$ cat config.mk
export PLATFORM = sky130hd
export DESIGN_NAME = ysyx_lsu
export DESIGN_NICKNAME = d
export VERILOG_FILES = /design/src/rtl/ysyx_lsu.sv
export SDC_FILE = /design/constraint.sdc
export NUM_CORES = 1
export LEC_CHECK = 0
export ABC_AREA = 1
export BUFFER_PORTS_ARGS = -buffer_cell sky130_fd_sc_hd__buf_4
export CAP_MARGIN = 20
export CORE_MARGIN = 5
export CORE_UTILIZATION = 51
export DETAILED_ROUTE_END_ITERATION = 12
export PLACE_DENSITY = 0.92
export SLEW_MARGIN = 10
export SYNTH_ARGS = -nofsm -noshare
export SYNTH_HDL_FRONTEND = slang
export SYNTH_SLANG_ARGS = --single-unit
$ cat constraint.sdc
create_clock -name clk -period 3.9 [get_ports clk]
set_input_delay 0 -clock clk [delete_from_list [all_inputs] [get_ports clk]]
set_output_delay 0 -clock clk [all_outputs]
set_load 0.05 [all_outputs]
$ cat src/rtl/ysyx_lsu.sv
// ysyx_lsu: load/store unit between the EXU request handshake and the split
// AR/R + AW/W/B data bus. One transaction outstanding at a time.
// Optional feature macro: YSYX_LSU_MISALIGN_EN (misaligned H/W accesses fault
// in IDLE without touching the bus).
module ysyx_lsu #(
  parameter int unsigned YSYX_W_WIDTH = 32,
  parameter int unsigned BIT_W        = YSYX_W_WIDTH
) (
  input  logic               clk,
  input  logic               rst,
  // EXU request side
  input  logic               lsu_avalid,
  input  logic               lsu_ren,
  input  logic               lsu_wen,
  input  logic [BIT_W-1:0]   lsu_addr,
  input  logic [BIT_W-1:0]   lsu_wdata,
  input  logic [2:0]         lsu_op,
  output logic [BIT_W-1:0]   lsu_rdata_o,
  output logic               lsu_exu_rvalid_o,
  output logic               lsu_exu_wready_o,
  output logic               lsu_err_o,
  // Read address channel
  output logic [BIT_W-1:0]   bus_araddr_o,
  output logic [2:0]         bus_arsize_o,
  output logic               bus_arvalid_o,
  input  logic               bus_arready,
  // Read data channel
  input  logic [BIT_W-1:0]   bus_rdata,
  input  logic [1:0]         bus_rresp,
  input  logic               bus_rvalid,
  output logic               bus_rready_o,
  // Write address channel
  output logic [BIT_W-1:0]   bus_awaddr_o,
  output logic [2:0]         bus_awsize_o,
  output logic               bus_awvalid_o,
  input  logic               bus_awready,
  // Write data channel
  output logic [BIT_W-1:0]   bus_wdata_o,
  output logic [BIT_W/8-1:0] bus_wstrb_o,
  output logic               bus_wvalid_o,
  input  logic               bus_wready,
  // Write response channel
  input  logic [1:0]         bus_bresp,
  input  logic               bus_bvalid,
  output logic               bus_bready_o
);

  localparam int unsigned StrbW = BIT_W / 8;
  localparam int unsigned OffW  = $clog2(StrbW);

  typedef enum logic [2:0] {StIdle, StRaddr, StRdata, StWreq, StWresp, StDone} state_e;

  state_e             state_q, state_d;
  logic [BIT_W-1:0]   addr_q, addr_d;
  logic [BIT_W-1:0]   wdata_q, wdata_d;
  logic [2:0]         op_q, op_d;
  logic               load_q, load_d;
  logic               err_q, err_d;
  logic [BIT_W-1:0]   rdata_q, rdata_d;
  logic               aw_done_q, aw_done_d;
  logic               w_done_q, w_done_d;

  logic [OffW-1:0]    off;
  logic [BIT_W-1:0]   rshift;
  logic [BIT_W-1:0]   rext;
  logic [StrbW-1:0]   wmask;
  logic               misalign;

  assign off = addr_q[OffW-1:0];

`ifdef YSYX_LSU_MISALIGN_EN
  // Misalignment is judged on the live request while still in IDLE
  always_comb begin
    misalign = ((lsu_op[1:0] == 2'd1) && lsu_addr[0]) ||
               ((lsu_op[1:0] == 2'd2) && (lsu_addr[1:0] != 2'b00));
  end
`else
  assign misalign = 1'b0;
`endif

  // Load data: move the addressed bytes to bit 0, then extend per funct3
  always_comb begin
    rshift = bus_rdata >> {off, 3'b000};
    case (op_q)
      3'd0:    rext = {{(BIT_W - 8){rshift[7]}}, rshift[7:0]};
      3'd1:    rext = {{(BIT_W - 16){rshift[15]}}, rshift[15:0]};
      3'd4:    rext = {{(BIT_W - 8){1'b0}}, rshift[7:0]};
      3'd5:    rext = {{(BIT_W - 16){1'b0}}, rshift[15:0]};
      default: rext = rshift;
    endcase
  end

  // Store strobe pattern before lane shifting
  always_comb begin
    case (op_q[1:0])
      2'd0:    wmask = StrbW'(1);
      2'd1:    wmask = StrbW'(3);
      default: wmask = '1;
    endcase
  end

  // Next-state and datapath latching
  always_comb begin
    state_d   = state_q;
    addr_d    = addr_q;
    wdata_d   = wdata_q;
    op_d      = op_q;
    load_d    = load_q;
    err_d     = err_q;
    rdata_d   = rdata_q;
    aw_done_d = aw_done_q;
    w_done_d  = w_done_q;
    unique case (state_q)
      StIdle: begin
        if (lsu_avalid && (lsu_ren || lsu_wen)) begin
          addr_d    = lsu_addr;
          wdata_d   = lsu_wdata;
          op_d      = lsu_op;
          load_d    = lsu_ren;
          err_d     = 1'b0;
          aw_done_d = 1'b0;
          w_done_d  = 1'b0;
          if (misalign) begin
            err_d   = 1'b1;
            state_d = StDone;
            if (lsu_ren) rdata_d = '0;
          end else begin
            state_d = lsu_ren ? StRaddr : StWreq;
          end
        end
      end
      StRaddr: begin
        if (bus_arready) state_d = StRdata;
      end
      StRdata: begin
        if (bus_rvalid) begin
          rdata_d = rext;
          err_d   = (bus_rresp != 2'b00);
          state_d = StDone;
        end
      end
      StWreq: begin
        // Each channel remembers its own handshake; leave once both are done
        aw_done_d = aw_done_q || bus_awready;
        w_done_d  = w_done_q || bus_wready;
        if (aw_done_d && w_done_d) state_d = StWresp;
      end
      StWresp: begin
        if (bus_bvalid) begin
          err_d   = (bus_bresp != 2'b00);
          state_d = StDone;
        end
      end
      StDone: begin
        state_d = StIdle;
      end
      default: state_d = StIdle;
    endcase
  end

  // State register with synchronous reset
  always_ff @(posedge clk) begin
    if (rst) begin
      state_q   <= StIdle;
      addr_q    <= '0;
      wdata_q   <= '0;
      op_q      <= '0;
      load_q    <= 1'b0;
      err_q     <= 1'b0;
      rdata_q   <= '0;
      aw_done_q <= 1'b0;
      w_done_q  <= 1'b0;
    end else begin
      state_q   <= state_d;
      addr_q    <= addr_d;
      wdata_q   <= wdata_d;
      op_q      <= op_d;
      load_q    <= load_d;
      err_q     <= err_d;
      rdata_q   <= rdata_d;
      aw_done_q <= aw_done_d;
      w_done_q  <= w_done_d;
    end
  end

  // Outputs decode from registered state only, so they never depend on bus inputs
  always_comb begin
    bus_arvalid_o    = (state_q == StRaddr);
    bus_araddr_o     = addr_q;
    bus_arsize_o     = {1'b0, op_q[1:0]};
    bus_rready_o     = (state_q == StRdata);
    bus_awvalid_o    = (state_q == StWreq) && !aw_done_q;
    bus_awaddr_o     = addr_q;
    bus_awsize_o     = {1'b0, op_q[1:0]};
    bus_wvalid_o     = (state_q == StWreq) && !w_done_q;
    bus_wdata_o      = wdata_q << {off, 3'b000};
    bus_wstrb_o      = (state_q == StWreq) ? StrbW'(wmask << off) : '0;
    bus_bready_o     = (state_q == StWresp);
    lsu_exu_rvalid_o = (state_q == StDone) && load_q;
    lsu_exu_wready_o = (state_q == StDone) && !load_q;
    lsu_err_o        = (state_q == StDone) && err_q;
    lsu_rdata_o      = rdata_q;
  end

endmodule

# Yosys cells after proc, flatten, opt, wreduce, memory -nomap -nowiden
# Cells that the tools add are included.
[classes]
n_mux = 16
addsub = 0
shift = 3
order_cmp = 0
n_eq_ne = 14
bitwise_logic = 0
reduce_logical = 25
div = 0
mul = 0
[ops]
columns = ["op", "n"]
rows = [
  ["32-bit one-hot mux with 4 select lines", 1],
  ["32-bit by 5-bit left shift with 32-bit output", 1],
  ["32-bit by 5-bit right shift with 32-bit output", 1],
  ["3-bit two-way mux", 5],
  ["3-bit one-hot mux with 5 select lines", 1],
  ["3-bit == test (second input constant)", 4],
  ["2-bit != test (second input constant)", 4],
  ["4-bit one-hot mux with 2 select lines", 1],
  ["1-bit logical AND", 7],
  ["3-bit by 1-bit == test with 1-bit output (second input constant)", 2],
  ["3-bit by 2-bit == test with 1-bit output (second input constant)", 2],
  ["3-bit zero test", 2],
  ["2-bit AND reduction", 3],
  ["2-bit nonzero test", 3],
  ["5-bit AND reduction", 1],
  ["4-bit two-way mux", 1],
  ["1-bit one-hot mux with 2 select lines", 2],
  ["4-bit AND reduction", 1],
  ["4-bit by 2-bit left shift with 4-bit output", 1],
  ["1-bit zero test", 3],
  ["1-bit logical OR", 3],
  ["1-bit two-way mux", 3],
  ["1-bit one-hot mux with 3 select lines", 1],
  ["3-bit nonzero test", 1],
  ["other kinds (4)", 4],
]
[totals]
regBits = 106
romBits = 0
mem_count = 0
wordCells = 67
latch_bits = 0
ramBits = 0
in_bits = 113
output_inout_bits = 146

# Longest topological paths before layout
# Gate-level depths: netlist of the first run.
[logic_depth]
ltp_word = 4
depth_mapped = 11
ltp_nobuf = 9

# Least setup slack after synthesis of the first run
# No wires, ideal clock.
[synth_timing]
kind = "register -> output"
startpoint = "register addr_q[1], in the netlist bus_araddr_o[1]"
endpoint = "output bus_wstrb_o[2]"
arrival_ns = 2.505
required_time_ns = 3.900
n_path_buf = 2
slack_ns = 1.395
path_stages_with_launch = 5
path_cell_list = "dfxtp_1 -> buf_2 -> clkbuf_1 -> nor2_1 -> a221oi_1"
[synth_between]
elab_chain_len = 2
[synth_rtl]
columns = ["element", "line", "source"]
rows = [
  ["from (decl)", "54", "logic [BIT_W-1:0] addr_q, addr_d;"],
  ["from (signal assigned)", "175", "addr_q <= addr_d;"],
  ["4-bit by 2-bit left shift with 4-bit output", "197", "bus_wstrb_o = (state_q == StWreq) ? StrbW'(wmask << off) : '0;"],
  ["4-bit two-way mux", "197", ""],
  ["to (decl)", "39", "output logic [BIT_W/8-1:0] bus_wstrb_o,"],
]
# Every way passes these cells.

# Worst setup path in the final report of the first run
[layout_timing]
startpoint = "register state_q[0]"
endpoint = "register addr_q[16], in the netlist bus_araddr_o[16]"
[layout_between]
elab_chain_len = 2
[layout_rtl]
columns = ["element", "line", "source"]
rows = [
  ["from (decl)", "53", "state_e state_q, state_d;"],
  ["from (signal assigned)", "164", "state_q <= StIdle;"],
  ["from (signal assigned)", "174", "state_q <= state_d;"],
  ["3-bit zero test", "113", "unique case (state_q)"],
  ["2-bit AND reduction (no line)", "--", ""],
]
# Every way passes these cells.
# A chain may end at the register's enable or synchronous reset.

==> results.ini, run 1 <==
[final_layout]
drive_gt1_share_pct = 29.15
stdcell_count = 1225
layout_commonest_cell = buf_4
final_net_count = 1192
final_cell_mix = buf_4 (263), nor2_1 (161), nand2_1 (131)
areaGrowthSynthToFinish_pct = 44.30

[setup_path]
cp-end-kind = flip-flop
cp.required_ns = 4.21
critPathArrivalTime_ns = 2.71
criticalPathCategory = flip-flop to flip-flop
cp_slowest_cell = nand3_2
reg2reg_to = bus_araddr_o[16]
crit_buf_inv = 2
cpPeakStageDelay_ns = 0.55
timing.rr.start = state_q[0]
cp_cell_sequence = nor2_2 > nand3_2 > inv_2 > buf_4 > nor2_1 > nor2_1
worst_setup_path_endpoint = bus_araddr_o[16]
r2r_slack_ns = 1.50
r2r_cells = 6
cp-start-kind = flip-flop
crit_top_cell = nor2_1
cp.depth = 6
crit_path_start = state_q[0]
crit_fanout = 33
path_delay_family = simple AND/OR/NAND/NOR gates

[die]
initial_core_util_pct = 52.11
die_y_um = 115.2
die-area_mm2 = 0.01328
io_pins = 259
rows = 38
die_x_um = 115.2
core_area_mm2 = 0.01084

[sta]
finClkSkew_ns = 0.02393
worst_pin_slew_ns = 0.9196
finalMaxSlewViolations = 0
max_freq_ghz = 0.4173
fin_crit_sh_pct = 61.44
setup_violations = 0
rsz0062_at_grt = no
tns_ns = 0
hold_viol = 0
fin_crit_ns = 2.396
slew_headroom_pct = 38.63

[pwr]
peakVddDrop_v = 0.0005139
leakage_nw = 4.048
totalPowerFinal_w = 0.005979
p_per_area_mw_per_mm2 = 733.5

[detailed_routing]
dr.pass1.iters = 8
viasPerCell = 5.488
drt_wl_total_um = 20980
final_antenna_net_count = 0
vias = 6723
remaining_drc_errors = 0
wire_per_inst_um = 17.13
drt-initial-drc-count = 777

[synthesis]
ys_ff_latch = 106
syn_area_mm2 = 0.005649
synthTopCellsByArea = dfxtp_1 (38%), nor2_1 (11%), nand2_1 (8.7%)
synthDistinctLibCells = 36
synth_warnings = 0
netlist_instances = 826
avgSynthCellArea_um2 = 6.839
ys_seq_area_share_pct = 37.56
synth_top_area_share_pct = 37.56
synth_area_leader_cell = dfxtp_1

[global_routing]
grt_pass1_vias = 6515
grt_start_max_net_pins = 64
grtUsageTotal_pct = 30.97
antenna_found_initial = 0
grt_pass1_wl_um = 32910
grt_overflow_total = 0

[clock_network]
clkTransAtPathRegs_ns = 0.14
numCtsBuffers = 9
ctsHoldBuffers = 72
ctsLongestPathBuffers = 2
h-tree-depth = 3
cts_root_buf = clkbuf_8
cts_resized = 0
cts.sinks = 106
cts_setup_buffers = 0
cts_tree = done
clkLatencyLatePin_ns = 0.39

[hold_path]
min_from = bus_rdata[6]
min_path_type = input port to flip-flop

[placement]
dp_hpwl_um = 13310
placed_cells = 1136
gp_congestion = 0.8762
portBuffers = 256

[run]
cap_violations = 0

[status]
status = complete, no violations

-- sequential cells by signal (all words and copies together), names as in the netlist --
register	count
w_done_q	1
err_q	1
state_q	3
aw_done_q	1
lsu_rdata_o	32
bus_araddr_o	32
wdata_q	32
load_q	1
op_q	3
-- worst min-delay path by stage --
| stage | endpoint | slack (ns) | depth (start not counted) |
|---|---|---|---|
| floorplan | aw_done_q | 0.07 | 1 |
| global placement | state_q[2] | 0.23 | 2 |
| detailed placement | aw_done_q | 0.23 | 2 |
| CTS | state_q[0] | 0.04 | 6 |
| global route | lsu_rdata_o[6] | 0.11 | 7 |
| finish | lsu_rdata_o[6] | 0.07 | 7 |
-- power breakdown --
part / internal (W) / switching, W
clock: 0.000264 / 0.000462
combinational: 0.00105 / 0.00261
sequential: 0.00135 / 0.000245
total: 0.00266 / 0.00332
-- worst register-to-register path, stage by stage (launching register included) --
cell,delay [ns]
dfxtp_1,0.41
nor2_2,0.26
nand3_2,0.55
inv_2,0.50
buf_4,0.33
nor2_1,0.09
nor2_1,0.20
-- stage by stage --
step | instance area, um^2 | hold slack, ns | utilization (%) | setup slack (ns)
global route | 8149 | 0.1139 | 75.17 | 1.328
floorplan | 5653 | 0.06907 | - | 1.395
CTS | 8149 | 0.03778 | 75.17 | 1.704
global placement | 7191 | 0.2288 | 66.33 | 1.776
finish | 8152 | 0.06710 | 75.20 | 1.504
detailed placement | 7211 | 0.2342 | 66.52 | 1.689
-- synth_stat cells --
master	count
nand2_4	1
a211oi_2	1
nand4_1	2
clkbuf_1	16
o211ai_1	8
nor2_2	2
nor2_4	1
buf_4	45
inv_4	1
nor2_1	161
nand3_1	42
nand3b_1	1
a21oi_1	53
conb_1	1
nand4_2	1
a22oi_1	8
nand3_2	5
mux2i_1	3
o211ai_2	8
o21a_1	23
nor3_1	2
o21ai_0	90
or2_2	1
dfxtp_1	106
nand2_2	1
buf_1	1
o21ai_1	3
inv_2	10
clkinv_2	1
buf_6	6
buf_8	1
inv_1	62
nand2_1	131
a221oi_1	1
or2_1	1
buf_2	26
-- routing by layer --
layer | part of all wire [%] | routed length [um] | global-route usage [%]
met1 | 36 | 7500 | 34.94
met2 | 48 | 10170 | 53.67
met3 | 9.9 | 2070 | 6.737
met4 | 5.9 | 1242 | 18.00
met5 | 0 | 0 | 0
-- cell type report --
class                   instances  area, um^2
clock inverters                 7       93.84
repair buffers                336        2715
clock buffers                   9       123.9
multi-input cells             552        2635
well taps                     140       175.2
flip-flops and latches        106        2125
fillers                       744        2689
inverters                      74       281.5
diodes                          1       2.502
-- cells by family after synthesis --
group	after synthesis	share of synthesized area, %
simple gates	352	25.71
flops	106	37.56
mux	3	0.5316
other cells	1	0.06638
buf+inv	169	15.86
compound gates	195	20.27
Note: power is estimated with default switching activity, not from simulation.
==> run 2: changes to the inputs <==
Settings changed: CORE_UTILIZATION 51 to 43, PLACE_DENSITY 0.92 to 0.83.
Clock period 3.9 ns to 2.11 ns, I/O delays scaled along.
==> run 2 against run 1 <==
  * Hold slack worse by 0.018 ns
  * Die area up 17%
  * First-iteration DRC count down 13%
  * Combinational power up 87%
  * Sequential cell count unchanged
  * Sequential power up 82%
  * Global-route usage down 6.8 points
  * Cell count up 2.7%
  * Critical path depth down 1
  * Setup slack worse by 1.4 ns
  * Clock power rose to 2.5 times the previous value
  * Register-to-register slack worse by 1.3 ns
==> results.ini, run 2 (same netlist as run 1, synthesis figures left out) <==
[global_routing]
grt_pass1_wl_um = 31390
grt_pass1_vias = 6222
grt_start_max_net_pins = 70
grtUsageTotal_pct = 24.18
grt_overflow_total = 0
antenna_found_initial = 0

[final_layout]
fill_cells = 1033
post-route-util_pct = 65.53
final_net_count = 1194
layout_commonest_cell = buf_4
antenna_cells = 0
areaGrowthSynthToFinish_pct = 48.17
drive_gt1_share_pct = 30.20
final_cell_mix = buf_4 (265), nor2_1 (161), nand2_1 (131)

[clock_network]
clkLatencyLatePin_ns = 0.34
cts.sinks = 106
cts_root_buf = clkbuf_16
cts_tree = done
clkTransAtPathRegs_ns = 0.07
h-tree-depth = 3
cts_setup_buffers = 0
numCtsBuffers = 9
ctsLongestPathBuffers = 2

[sta]
tns_ns = 0
fin_crit_ns = 1.988
slew_headroom_pct = 61.83
fin_crit_sh_pct = 94.23
hold_viol = 0
setup_ws_ns = 0.1217
finClkSkew_ns = 0.005162
worst_pin_slew_ns = 0.5726
setup_violations = 0
finalMaxSlewViolations = 0
max_freq_ghz = 0.5029
rsz0062_at_grt = no

[die]
initial_core_util_pct = 44.23
die_x_um = 124.6
core_area_mm2 = 0.01277
die_y_um = 124.6
rows = 41
io_pins = 259
die-area_mm2 = 0.01553

[setup_path]
critPathArrivalTime_ns = 1.99
cp-end-kind = output port
crit_top_cell = buf_4
cp-start-kind = flip-flop
cp_slowest_cell = dfxtp_2
worst_setup_path_endpoint = bus_wstrb_o[2]
cp_cell_sequence = buf_4 > buf_4 > nand2_1 > a221oi_2 > buf_4
cpPeakStageDelay_ns = 0.34
r2r_cells = 8
r2r_slack_ns = 0.17
timing.rr.start = state_q[0]
crit_fanout = 29
reg2reg_to = state_q[2]
criticalPathCategory = flip-flop to output port
cp.required_ns = 2.11
crit_path_start = bus_araddr_o[0]

[hold_path]
min_path_type = input port to flip-flop
min_from = bus_awready

[detailed_routing]
vias = 6410
remaining_drc_errors = 0
final_antenna_net_count = 0
wire_per_inst_um = 15.67
viasPerCell = 5.095
dr.pass1.iters = 8
drt_wl_total_um = 19710
drt-initial-drc-count = 679

[placement]
preCtsSetupSlack_ns = 0.3035
gp_congestion = 0.8892
dp_hpwl_um = 13130
portBuffers = 256

[pwr]
leakage_nw = 4.125
peakVddDrop_v = 0.0009539
p_per_area_mw_per_mm2 = 1382
totalPowerFinal_w = 0.01157

[run]
cap_violations = 0

[status]
status = complete, no violations

[run 2: power by group]
part | switching [W] | internal (W) | leakage, nW
Combinational | 0.00483 | 0.00201 | 3.09
Clock | 0.000762 | 0.00108 | 0.163
Sequential | 0.000395 | 0.00250 | 0.870
[run 2: final cells by class]
cell class / count / area [um^2] / share of cell area [%]
Multi-Input combinational cell: 552 / 2670 / 31.90
Clock buffer: 10 / 239.0 / 2.855
Inverter: 74 / 284.0 / 3.393
Clock inverter: 6 / 87.58 / 1.046
Timing Repair Buffer: 338 / 2750 / 32.86
Sequential cell: 106 / 2125 / 25.38
Tap cell: 172 / 215.2 / 2.571
[run 2: timing repair]
item	in CTS	in global routing
gates resized for setup	0	2
endpoints found under the setup margin	0	1
endpoints found under the hold margin	72	0
hold buffers	70	0
[run 2: metrics by stage]
step / cell area, um^2 / std cells / hold slack (ns)
6_report: 8371 / 1258 / 0.04861
5_1_grt: 8371 / 1258 / 0.06355
4_1_cts: 8368 / 1258 / 0.02570
3_5_place_dp: 7341 / 1172 / 0.2299
3_3_place_gp: 7341 / 1172 / 0.2259
2_1_floorplan: 5688 / 827 / 0.06907
[run 2: worst min-delay path by stage]
stage,cells after the start,endpoint
2_1_floorplan,1,aw_done_q
3_3_place_gp,2,state_q[2]
3_5_place_dp,2,state_q[2]
4_1_cts,5,aw_done_q
5_1_grt,5,aw_done_q
6_report,5,aw_done_q
[run 2: routing by layer]
layer | GRT usage [%] | wire length [um]
met4 | 10.12 | 564
met3 | 6.003 | 1842
met5 | 0 | 0
met2 | 39.98 | 9409
met1 | 29.96 | 7890
[run 2: worst max-delay path, delay by kind of cell, from the launching register on]
kind	cells	cell delay (ns)
AOI/OAI and AO/OA	1	0.29
buffers and inverters	3	0.89
DFF	1	0.34
and+or+nand+nor	1	0.13
==> run 3: changes to the inputs <==
Settings changed: MAX_ROUTING_LAYER set to met4.
==> run 3 against run 2 <==
  * Clock skew up 0.00097 ns
  * Critical path type unchanged
  * Setup slack is essentially flat
  * Largest power group unchanged
  * Via count is 0.33% lower
==> results.ini, run 3 (same netlist as run 1, synthesis figures left out) <==
[setup_path]
timing.rr.start = state_q[0]
critPathArrivalTime_ns = 1.99
crit_buf_inv = 3
crit_top_cell = buf_4
worst_setup_path_endpoint = bus_wdata_o[26]
cp.depth = 5
cp.required_ns = 2.11
crit_fanout = 29
reg2reg_to = state_q[2]
cpPeakStageDelay_ns = 0.36
cp_slowest_cell = mux2i_1
cp-start-kind = flip-flop
r2r_cells = 8
criticalPathCategory = flip-flop to output port
crit_path_start = bus_araddr_o[0]
r2r_slack_ns = 0.16
cp_cell_sequence = buf_4 > buf_4 > mux2i_1 > a22oi_2 > buf_4
cp-end-kind = output port
path_delay_family = buffers and inverters

[detailed_routing]
viasPerCell = 5.079
drt_wl_total_um = 19760
drt-initial-drc-count = 574
wire_per_inst_um = 15.71
remaining_drc_errors = 0
dr.pass1.iters = 5
vias = 6389
final_antenna_net_count = 0

[die]
die_y_um = 124.6
die-area_mm2 = 0.01553
io_pins = 259
rows = 41
die_x_um = 124.6
initial_core_util_pct = 44.23
core_area_mm2 = 0.01277

[clock_network]
clkTransAtPathRegs_ns = 0.07
clkLatencyLatePin_ns = 0.34
numCtsBuffers = 9
cts.sinks = 106
ctsLongestPathBuffers = 2
cts_root_buf = clkbuf_16
cts_tree = done
h-tree-depth = 3

[global_routing]
grt_overflow_total = 0
antenna_found_initial = 0
grt_start_max_net_pins = 70
grt_pass1_wl_um = 31350
grtUsageTotal_pct = 24.88
grt_pass1_vias = 6225

[final_layout]
stdcell_count = 1258
areaGrowthSynthToFinish_pct = 48.17
fill_cells = 1033
drive_gt1_share_pct = 30.20
ff_latch_area_mm2 = 0.002125
multi_input_area_mm2 = 0.002670
layout_commonest_cell = buf_4
final_net_count = 1194
antenna_cells = 0
final_cell_mix = buf_4 (265), nor2_1 (161), nand2_1 (131)

[pwr]
leakage_nw = 4.125
p_per_area_mw_per_mm2 = 1384
totalPowerFinal_w = 0.01158
peakVddDrop_v = 0.0009561

[sta]
setup_violations = 0
worst_pin_slew_ns = 0.5663
slew_headroom_pct = 62.25
rsz0062_at_grt = no
max_freq_ghz = 0.5031
tns_ns = 0
fin_crit_ns = 1.988
finalMaxSlewViolations = 0
finClkSkew_ns = 0.006129
hold_viol = 0
fin_crit_sh_pct = 94.21

[run]
cap_violations = 0

[placement]
placed_cells = 1172
gp_congestion = 0.9042
dp_hpwl_um = 13130
portBuffers = 256

[hold_path]
min_path_type = input port to flip-flop

[status]
status = complete, no violations

==> run 3: cell counts in the layout (fill, tap and decap cells not counted) <==
No cell type changed its count.
==> run 3: how the worst min path moves through the flow <==
stage | from | endpoint | slack, ns | cells past startpoint
after global routing | bus_awready | aw_done_q | 0.06 | 5
after detailed placement | rst | state_q[2] | 0.23 | 2
after global placement | rst | state_q[2] | 0.23 | 2
after CTS | bus_awready | aw_done_q | 0.03 | 5
final | bus_awready | aw_done_q | 0.04 | 5
after floorplan | rst | aw_done_q | 0.07 | 1
==> run 3: repair_timing <==
item                       4_1_cts  5_1_grt
hold buffers                    70        0
hold endpoints to repair        72        0
setup endpoints to repair        0        1
gates resized for setup          0        2
setup buffers                    0        0
==> run 3: tightest hold or removal path: stages <==
cell and delay [ns]:
buf_4 0.11, inv_1 0.05, nand2_1 0.07, nand2_1 0.06, a21oi_1 0.06
==> run 3: layer usage <==
layer | GRT usage (%) | part of all wire (%)
met5 | - | 0
met4 | 10.06 | 3.0
met3 | 5.274 | 8.3
met2 | 39.98 | 47
met1 | 30.49 | 41
==> run 3: metrics by stage <==
step           instance area [um^2]  utilization [%]  hold slack, ns  worst slack (ns)
2_1_floorplan                  5688                -         0.06907           -0.2815
3_3_place_gp                   7341            57.47          0.2259            0.3768
3_5_place_dp                   7341            57.47          0.2299            0.3035
4_1_cts                        8368            65.51         0.02570            0.1151
5_1_grt                        8371            65.53         0.06356           0.03595
6_report                       8371            65.53         0.04233            0.1222
==> run 3: cell type report <==
cell class	count	area share (%)
repair buffers	338	32.86
multi-input cells	552	31.90
flip-flops and latches	106	25.38
inverters	74	3.393
clock buffers	10	2.855
well taps	172	2.571
clock inverters	6	1.046
==> run 3: where the power goes <==
group | internal (W) | switching, W | total [W]
Combinational | 0.00201 | 0.00483 | 0.00684
Sequential | 0.00250 | 0.000397 | 0.00289
Clock | 0.00108 | 0.000777 | 0.00185
